**config.mk**
```make
export PLATFORM = sky130hd
export DESIGN_NAME = fetch_unit
export DESIGN_NICKNAME = d
export VERILOG_FILES = /design/src/rtl/cpu_pkg.sv /design/src/rtl/fetch_pc_reg.sv /design/src/rtl/fetch_unit.sv
export SDC_FILE = /design/constraint.sdc
export NUM_CORES = 1
export LEC_CHECK = 0
export BUFFER_PORTS_ARGS = -buffer_cell sky130_fd_sc_hd__buf_2
export CAP_MARGIN = 25
export CORE_MARGIN = 4
export CORE_UTILIZATION = 53
export CTS_BUF_LIST = sky130_fd_sc_hd__clkbuf_2 sky130_fd_sc_hd__clkbuf_4 sky130_fd_sc_hd__clkbuf_8
export DETAILED_ROUTE_END_ITERATION = 8
export PLACE_DENSITY = 0.87
export SYNTH_ARGS = -nofsm -noshare
export SYNTH_HDL_FRONTEND = slang
export SYNTH_HIERARCHICAL = 1
export SYNTH_SLANG_ARGS = --single-unit
```
**constraint.sdc**
```tcl
create_clock -name clk -period 3.6 [get_ports clk]
set_input_delay 0.72 -clock clk [delete_from_list [all_inputs] [get_ports clk]]
set_output_delay 0.72 -clock clk [all_outputs]
set_load 0.02 [all_outputs]
```
**src/rtl/cpu_pkg.sv**
```systemverilog
// ============================================================================
//  Module      : cpu_pkg
//  Description : Shared CPU constants: instruction field layout, default
//                fetch widths and the fetch FSM state encoding.
//  Revision    : 1.0 - initial release
// ============================================================================
`default_nettype none

package cpu_pkg;

    localparam int DEF_PC_W    = 5;
    localparam int DEF_INSTR_W = 32;

    localparam int OPC_W = 4;
    localparam int REG_W = 5;
    localparam int IMM_W = 13;

    // Field LSB positions: opcode [31:28], rd [27:23], rs [22:18], rt [17:13], imm [12:0]
    localparam int OPC_LSB = 28;
    localparam int RD_LSB  = 23;
    localparam int RS_LSB  = 18;
    localparam int RT_LSB  = 13;
    localparam int IMM_LSB = 0;

    typedef enum logic [1:0] {
        IDLE   = 2'd0,
        RUN    = 2'd1,
        HALTED = 2'd2
    } fetch_state_t;

endpackage

`default_nettype wire

```
**src/rtl/fetch_pc_reg.sv**
```systemverilog
// ============================================================================
//  Module      : fetch_pc_reg
//  Description : Program counter with reset, hold, wrapping increment and
//                redirect load (redirect has priority over increment).
//  Revision    : 1.0 - initial release
// ============================================================================
`default_nettype none

module fetch_pc_reg
    import cpu_pkg::*;
#(
    parameter int PC_W     = DEF_PC_W,
    parameter int RESET_PC = 0
) (
    input  logic            clk,
    input  logic            rst,
    input  logic            i_redirect,
    input  logic [PC_W-1:0] i_redirect_pc,
    input  logic            i_incr,
    output logic [PC_W-1:0] o_pc
);

    logic [PC_W-1:0] r_pc;

    // Increment wraps naturally at 2**PC_W.
    always_ff @(posedge clk) begin
        if (rst) begin
            r_pc <= PC_W'(RESET_PC);
        end else if (i_redirect) begin
            r_pc <= i_redirect_pc;
        end else if (i_incr) begin
            r_pc <= r_pc + PC_W'(1);
        end
    end

    assign o_pc = r_pc;

endmodule

`default_nettype wire

```
**src/rtl/fetch_unit.sv**
```systemverilog
// ============================================================================
//  Module      : fetch_unit
//  Description : Instruction fetch stage: PC, IF/ID register with valid/ready
//                handoff, redirect/flush and saturating issue counter.
//                Optional macro FETCH_HALT_EN: stop fetching on an all-zero word.
//  Revision    : 1.0 - initial release
// ============================================================================
`default_nettype none

module fetch_unit
    import cpu_pkg::*;
#(
    parameter int PC_W     = DEF_PC_W,
    parameter int INSTR_W  = DEF_INSTR_W,
    parameter int RESET_PC = 0,
    parameter int CNT_W    = 8
) (
    input  logic               clk,
    input  logic               rst,
    input  logic               start_i,
    output logic [PC_W-1:0]    pc_o,
    input  logic [INSTR_W-1:0] instr_i,
    input  logic               redirect_i,
    input  logic [PC_W-1:0]    redirect_pc_i,
    output logic               out_valid_o,
    input  logic               out_ready_i,
    output logic [INSTR_W-1:0] out_instr_o,
    output logic [PC_W-1:0]    out_pc_o,
    output logic [CNT_W-1:0]   issued_cnt_o,
    output logic               halted_o
);

    fetch_state_t       r_state;
    logic               r_valid;
    logic [INSTR_W-1:0] r_instr;
    logic [PC_W-1:0]    r_out_pc;
    logic [CNT_W-1:0]   r_cnt;

    logic w_redirect;
    logic w_slot;
    logic w_halt;
    logic w_load;
    logic w_xfer;

    // Redirect is only honoured once fetching has started.
    assign w_redirect = redirect_i && (r_state != IDLE);
    assign w_slot     = (r_state == RUN) && !redirect_i && (!r_valid || out_ready_i);
`ifdef FETCH_HALT_EN
    assign w_halt     = w_slot && (instr_i == '0);
`else
    assign w_halt     = 1'b0;
`endif
    assign w_load     = w_slot && !w_halt;
    assign w_xfer     = r_valid && out_ready_i;

    fetch_pc_reg #(
        .PC_W     (PC_W),
        .RESET_PC (RESET_PC)
    ) u_pc (
        .clk           (clk),
        .rst           (rst),
        .i_redirect    (w_redirect),
        .i_redirect_pc (redirect_pc_i),
        .i_incr        (w_load),
        .o_pc          (pc_o)
    );

`ifdef FETCH_HALT_EN
    logic r_halted;
`endif

    always_ff @(posedge clk) begin
        if (rst) begin
            r_state  <= IDLE;
`ifdef FETCH_HALT_EN
            r_halted <= 1'b0;
`endif
        end else begin
            case (r_state)
                IDLE: begin
                    if (start_i) begin
                        r_state <= RUN;
                    end
                end
                RUN: begin
                    if (w_halt) begin
                        r_state  <= HALTED;
`ifdef FETCH_HALT_EN
                        r_halted <= 1'b1;
`endif
                    end
                end
                HALTED: begin
                    if (redirect_i) begin
                        r_state  <= RUN;
`ifdef FETCH_HALT_EN
                        r_halted <= 1'b0;
`endif
                    end
                end
                default: r_state <= IDLE;
            endcase
        end
    end

    // IF/ID register: flush beats load, load beats drain; stall holds everything.
    always_ff @(posedge clk) begin
        if (rst) begin
            r_valid  <= 1'b0;
            r_instr  <= '0;
            r_out_pc <= '0;
        end else if (w_redirect) begin
            r_valid  <= 1'b0;
        end else if (w_load) begin
            r_valid  <= 1'b1;
            r_instr  <= instr_i;
            r_out_pc <= pc_o;
        end else if (out_ready_i) begin
            r_valid  <= 1'b0;
        end
    end

    always_ff @(posedge clk) begin
        if (rst) begin
            r_cnt <= '0;
        end else if (w_xfer && (r_cnt != '1)) begin
            r_cnt <= r_cnt + CNT_W'(1);
        end
    end

    assign out_valid_o  = r_valid;
    assign out_instr_o  = r_instr;
    assign out_pc_o     = r_out_pc;
    assign issued_cnt_o = r_cnt;
`ifdef FETCH_HALT_EN
    assign halted_o     = r_halted;
`else
    assign halted_o     = 1'b0;
`endif

endmodule

`default_nettype wire

```
* After elaboration in Yosys (flattened, before gate mapping)
Cells that the tools add are included.
Storage, ports and cells: flip-flop bits (word level) 53, latch bits 0, RAM bits 0, memory bits (read-only) 0, input port bits 42, output and inout port bits 52, logic and storage cells 37, memories kept 0
Operators by class: $add $sub $neg 2, multipliers 0, div/mod/pow operators 0, order comparisons 0, equal/unequal tests 5, shifts and indexed selects 0, mux-type cells 7, bitwise gates (word level) 2, reduce and logical (&&, ||, !) cells 15
Operators by type and width (count):
- $mux 5 | 2
- $add 8x1->8 const B | 1
- $ne 8x8->1 const B | 1
- $pmux 2 s3 | 1
- $reduce_bool 2->1 | 3
- $add 5x1->5 const B | 1
- $logic_and 1x1->1 | 5
- $mux 2 | 2
- $ne 2x2->1 const B | 2
- $reduce_and 3->1 | 1
- $eq 2x1->1 const B | 1
- $eq 2x2->1 const B | 1
- $logic_not 1->1 | 2
- $logic_not 2->1 | 1
- $mux 1 | 2
- $not 1->1 | 2
- $reduce_and 2->1 | 1
- $reduce_or 2->1 | 1
- $logic_or 1x1->1 | 1

* Logic depth before layout (Yosys ltp)
word-level depth 5, mapped depth 7, depth with buffers taken out 5

* Modules after synthesis
Netlist, hierarchy kept.
By module, submodules not included:
- fetch_unit | times used 1, cells an instance 232, area an instance 2045.7 µm², sequential area each 940.9 µm²
- fetch_pc_reg | times used 1, cells an instance 28, area an instance 256.5 µm², sequential area each 100.1 µm²

* Least setup slack after synthesis
No wires, ideal clock.
path kind input -> register, from input out_ready_i, to register u_pc.r_pc[1] (netlist: u_pc/o_pc[1]), arrival 1898 ps, data required time 3486 ps, slack 1587 ps, stages on the path 7, path buffers 2, cell sequence and2b_1 buf_6 buf_6 nor2_1 mux2_1 mux2i_1 nor2_1
On the way: cells in the longest elaborated chain, start to end 3
Ends and longest elaborated chain:
- start: declaration | RTL line fetch_unit.sv:26 | input logic out_ready_i,
- $logic_or 1x1->1 | RTL line fetch_unit.sv:47 | assign w_slot = (r_state == RUN) && !redirect_i && (!r_valid || out_ready_i);
- $logic_and 1x1->1 | RTL line fetch_unit.sv:47
- via w_load | RTL line fetch_unit.sv:42 | logic w_load;
- $reduce_bool 2->1 (no line)
- end signal: assignment | RTL line fetch_pc_reg.sv:28 | r_pc <= PC_W'(RESET_PC);
- end signal: assignment | RTL line fetch_pc_reg.sv:30 | r_pc <= i_redirect_pc;
- end signal: assignment | RTL line fetch_pc_reg.sv:32 | r_pc <= r_pc + PC_W'(1);
- end: declaration | RTL line fetch_pc_reg.sv:23 | logic [PC_W-1:0] r_pc;
The timed path passes the listed nets, and every way through them passes these cells. A chain may end at the register's enable or synchronous reset.

* Worst setup path in the final report
from input redirect_i, to register r_instr[14] (netlist: out_instr_o[14])
On the way: cells in the longest elaborated chain, start to end 4, elaborated cells on any way between the ends 6, those cells by class bitwise: 1; reduce/logical: 5
Ends and longest elaborated chain:
- start: declaration | RTL line fetch_unit.sv:23 | input logic redirect_i,
- $logic_not 1->1 | RTL line fetch_unit.sv:47
- $logic_and 1x1->1 (2 in series) | RTL line fetch_unit.sv:47
- $reduce_and 2->1 (no line) (*)
- end signal: assignment | RTL line fetch_unit.sv:116 | r_instr <= instr_i;
- end: declaration | RTL line fetch_unit.sv:35 | logic [INSTR_W-1:0] r_instr;
Mark *: on every way between the ends. The rest lies on a longest branch, timed or not.

==> impl_metrics.toml <==
[run_status]
outcome = "complete, no violations"

[layout]
n_antenna_cell = 0
layout-drive-gt1-share = 0.3669
area_delta_synth_final_pct = 21.14
seq_area_um2 = 1041
multiInputGateArea_um2 = 1075
fillers = 350
final_nets = 381
fin_area_um2 = 2789

[timing]
hold_viol_final = 0
fin_crit_sh = 0.4938
tightest_slew_ns = 0.6014
fmax_ghz = 0.5626
final-setup-viol-count = 0
slew_viol_final = 0
rsz0062_at_grt = "false"
skew_ns = 0.005032
slew_headroom = 0.5972
fin_crit_ns = 1.778
setup-tns-final_ns = 0

[pwr]
ir_drop_v = 0.0003105
power_leakage_nw = 1.201
power_density_nw_per_um2 = 398.3

[floorplanning]
io_pins = 94
coreArea_um2 = 4086
dieArea_um2 = 5462
die_y_um = 73.91
start_util = 0.5634
row_count = 23
die-width_um = 73.91

[setup_path]
r2r_setup_slack_ns = 1.89
setup.worst_path.class = "primary input to flip-flop"
crit_end = "out_instr_o[14]$_SDFFE_PP0P_"
critPathRequiredTime_ns = 3.81
start_kind = "primary input"
crit_fanout = 22
startpoint = "redirect_i"
r2r-start = "r_state[0]$_SDFFE_PP0P_"
worstRegToRegCells = 4
worst_ep_arrival_time_ns = 1.99
r2r-end = "out_instr_o[14]$_SDFFE_PP0P_"
critPathCaptureType = "flip-flop"

[cts]
clk-insertion-delay-late_ns = 0.29
clock_sinks = 52
ctsHtreeMaxLevel = 2
post_cts_resized = 0
postCtsSetupRepairBufs = 0
root_buffer = "clkbuf_8"
cts_buffers = 5
clk_pin_slew_ns = 0.09
cts_tree = "yes"
hold_buffers = 0
cts_buffer_depth = 2

[detailed_routing]
drt_first_pass_iters = 4
drc = 0
drt_iter0_drc = 116
wl_met1_um = 2415
route.antenna.remaining_nets = 0
vias = 2153
wl_um = 5564
wl_met2_um = 2718
wl_met3_um = 382
wire_per_inst_um = 14.34
topRoutingLayerUsed = "met4"
via_per_inst = 5.549

[synthesis]
synth_warnings = 6
synth_edf_count = 0
ys_types = 39
ys_ff_latch = 52
synth_cells = 260
ys.flop_type = "dfxtp_1"
synthesis.nets = 304
ys_seq_area_frac = 0.4522
syn_area_um2 = 2302
avgSynthCellArea_um2 = 8.855
async_flop_share = 0

[min_path]
hold_start = "out_instr_o[23]$_SDFFE_PP0P_"
hold_class = "flip-flop to flip-flop"

[global_routing]
antenna_found_initial = 0
track_usage = 0.2042
grt_pass1_wl_um = 8956
grt_max_degree = 39
grt_overflow = 0
first_global_vias = 1998

[flow_run]
drv_cap = 0

[placement]
dp_hpwl_um = 3811
portBuffers = 92
placed_area_um2 = 2691
gp_congestion = 0.8077
[cell usage after synthesis (2+ instances only)]
master | instances | area share
dfxtp_1 | 52 | 0.45
a21oi_1 | 39 | 0.085
nand3_1 | 38 | 0.083
o21ai_1 | 26 | 0.057
o21ai_2 | 10 | 0.038
buf_2 | 9 | 0.020
nor2_1 | 7 | 0.011
buf_4 | 6 | 0.020
a21oi_2 | 5 | 0.019
buf_6 | 5 | 0.024
nand4_1 | 5 | 0.014
a211oi_1 | 4 | 0.013
clkbuf_1 | 4 | 0.0065
inv_1 | 4 | 0.0065
nand2b_1 | 4 | 0.011
nor3_1 | 4 | 0.0087
o21a_1 | 4 | 0.013
and4_1 | 3 | 0.011
mux2i_1 | 3 | 0.013
nand2_1 | 3 | 0.0049
xnor2_1 | 3 | 0.011
a41oi_1 | 2 | 0.0076
buf_1 | 2 | 0.0033
ha_1 | 2 | 0.011
nor2b_1 | 2 | 0.0054
[flip-flops by register name, summed over array words and instances (netlist names)]
name / cells
out_pc_o: 5
r_state: 1
issued_cnt_o: 8
out_valid_o: 1
u_pc/o_pc: 5
out_instr_o: 32
[critical path: stages]
cell and delay (ns):
buf_2 0.11, nor2b_2 0.49, buf_4 0.37, nand3_1 0.11
a21oi_1 0.18
[report_power, final]
part	internal, mW	total [mW]	switching (mW)
registers	0.596	0.613	0.0161
clock network	0.172	0.349	0.177
logic	0.0577	0.149	0.0912
total	0.826	1.11	0.284
[cells in the final DEF, fill, tap and decap left out]
cell      count
buf_2        92
dfxtp_1      52
a21oi_1      39
nand3_1      38
o21ai_1      26
o21ai_2      10
nor2_1        7
clkbuf_8      6
a21oi_2       5
nand4_1       5
buf_4         5
nor3_1        4
a211oi_1      4
inv_1         4
o21a_1        4
nand2b_1      3
and4_1        3
nand2_1       3
mux2i_1       3
xnor2_1       3
a41oi_1       2
ha_1          2
clkbuf_4      2
and2b_1       1
nand2b_2      1
and2_1        1
nor2b_2       1
and3_1        1
and4b_1       1
nor4b_1       1
a31oi_1       1
a21oi_4       1
nor2b_1       1
mux2_4        1
o21ai_0       1
nor4_1        1
conb_1        1
mux2_1        1
xor2_1        1
[worst min path at each step]
stage	endpoint	depth (start not counted)	slack (ns)
floorplan	r_state[0]$_SDFFE_PP0P_	2	0.49
global placement	out_instr_o[26]$_SDFFE_PP0P_	2	0.45
detailed placement	out_instr_o[23]$_SDFFE_PP0P_	2	0.45
CTS	out_instr_o[23]$_SDFFE_PP0P_	2	0.46
global route	out_instr_o[29]$_SDFFE_PP0P_	2	0.48
finish	out_instr_o[23]$_SDFFE_PP0P_	2	0.46
[logic make-up after synthesis]
logic type | share of synthesized area
adders and majority gates | 0.01087
muxes | 0.02445
xor gates and xnor gates | 0.01522
buffers and inverters | 0.08315
and+or+nand+nor | 0.1685
AOI/OAI and AO/OA | 0.2440
other | 0.001629
DFF | 0.4522
[per-layer routing]
| layer | track usage | up-vias |
|---|---|---|
| met5 | 0 | - |
| met4 | 0.05030 | 0 |
| met3 | 0.05609 | 4 |
| met2 | 0.3406 | 65 |
| met1 | 0.2615 | 999 |
| li1 | - | 1085 |
[final cells by class]
type	count	area share
Inverter	4	0.005384
Sequential cell	52	0.3733
Clock buffer	8	0.03499
Timing Repair Buffer	97	0.1786
Tap cell	50	0.02243
Multi-Input combinational cell	177	0.3854
[per-stage QoR]
step	power (mW)	setup slack (ns)	util	instances	hold slack, ns
global route	1.163	1.743	0.6825	388	0.4822
finish	1.111	1.822	0.6825	388	0.4633
CTS	1.118	1.833	0.6825	388	0.4646
floorplan	0.7211	1.587	-	260	0.4875
detailed placement	0.7753	1.555	0.6586	380	0.4511
global placement	0.7725	1.579	0.6586	380	0.4455
(Power assumes the default switching activity.)
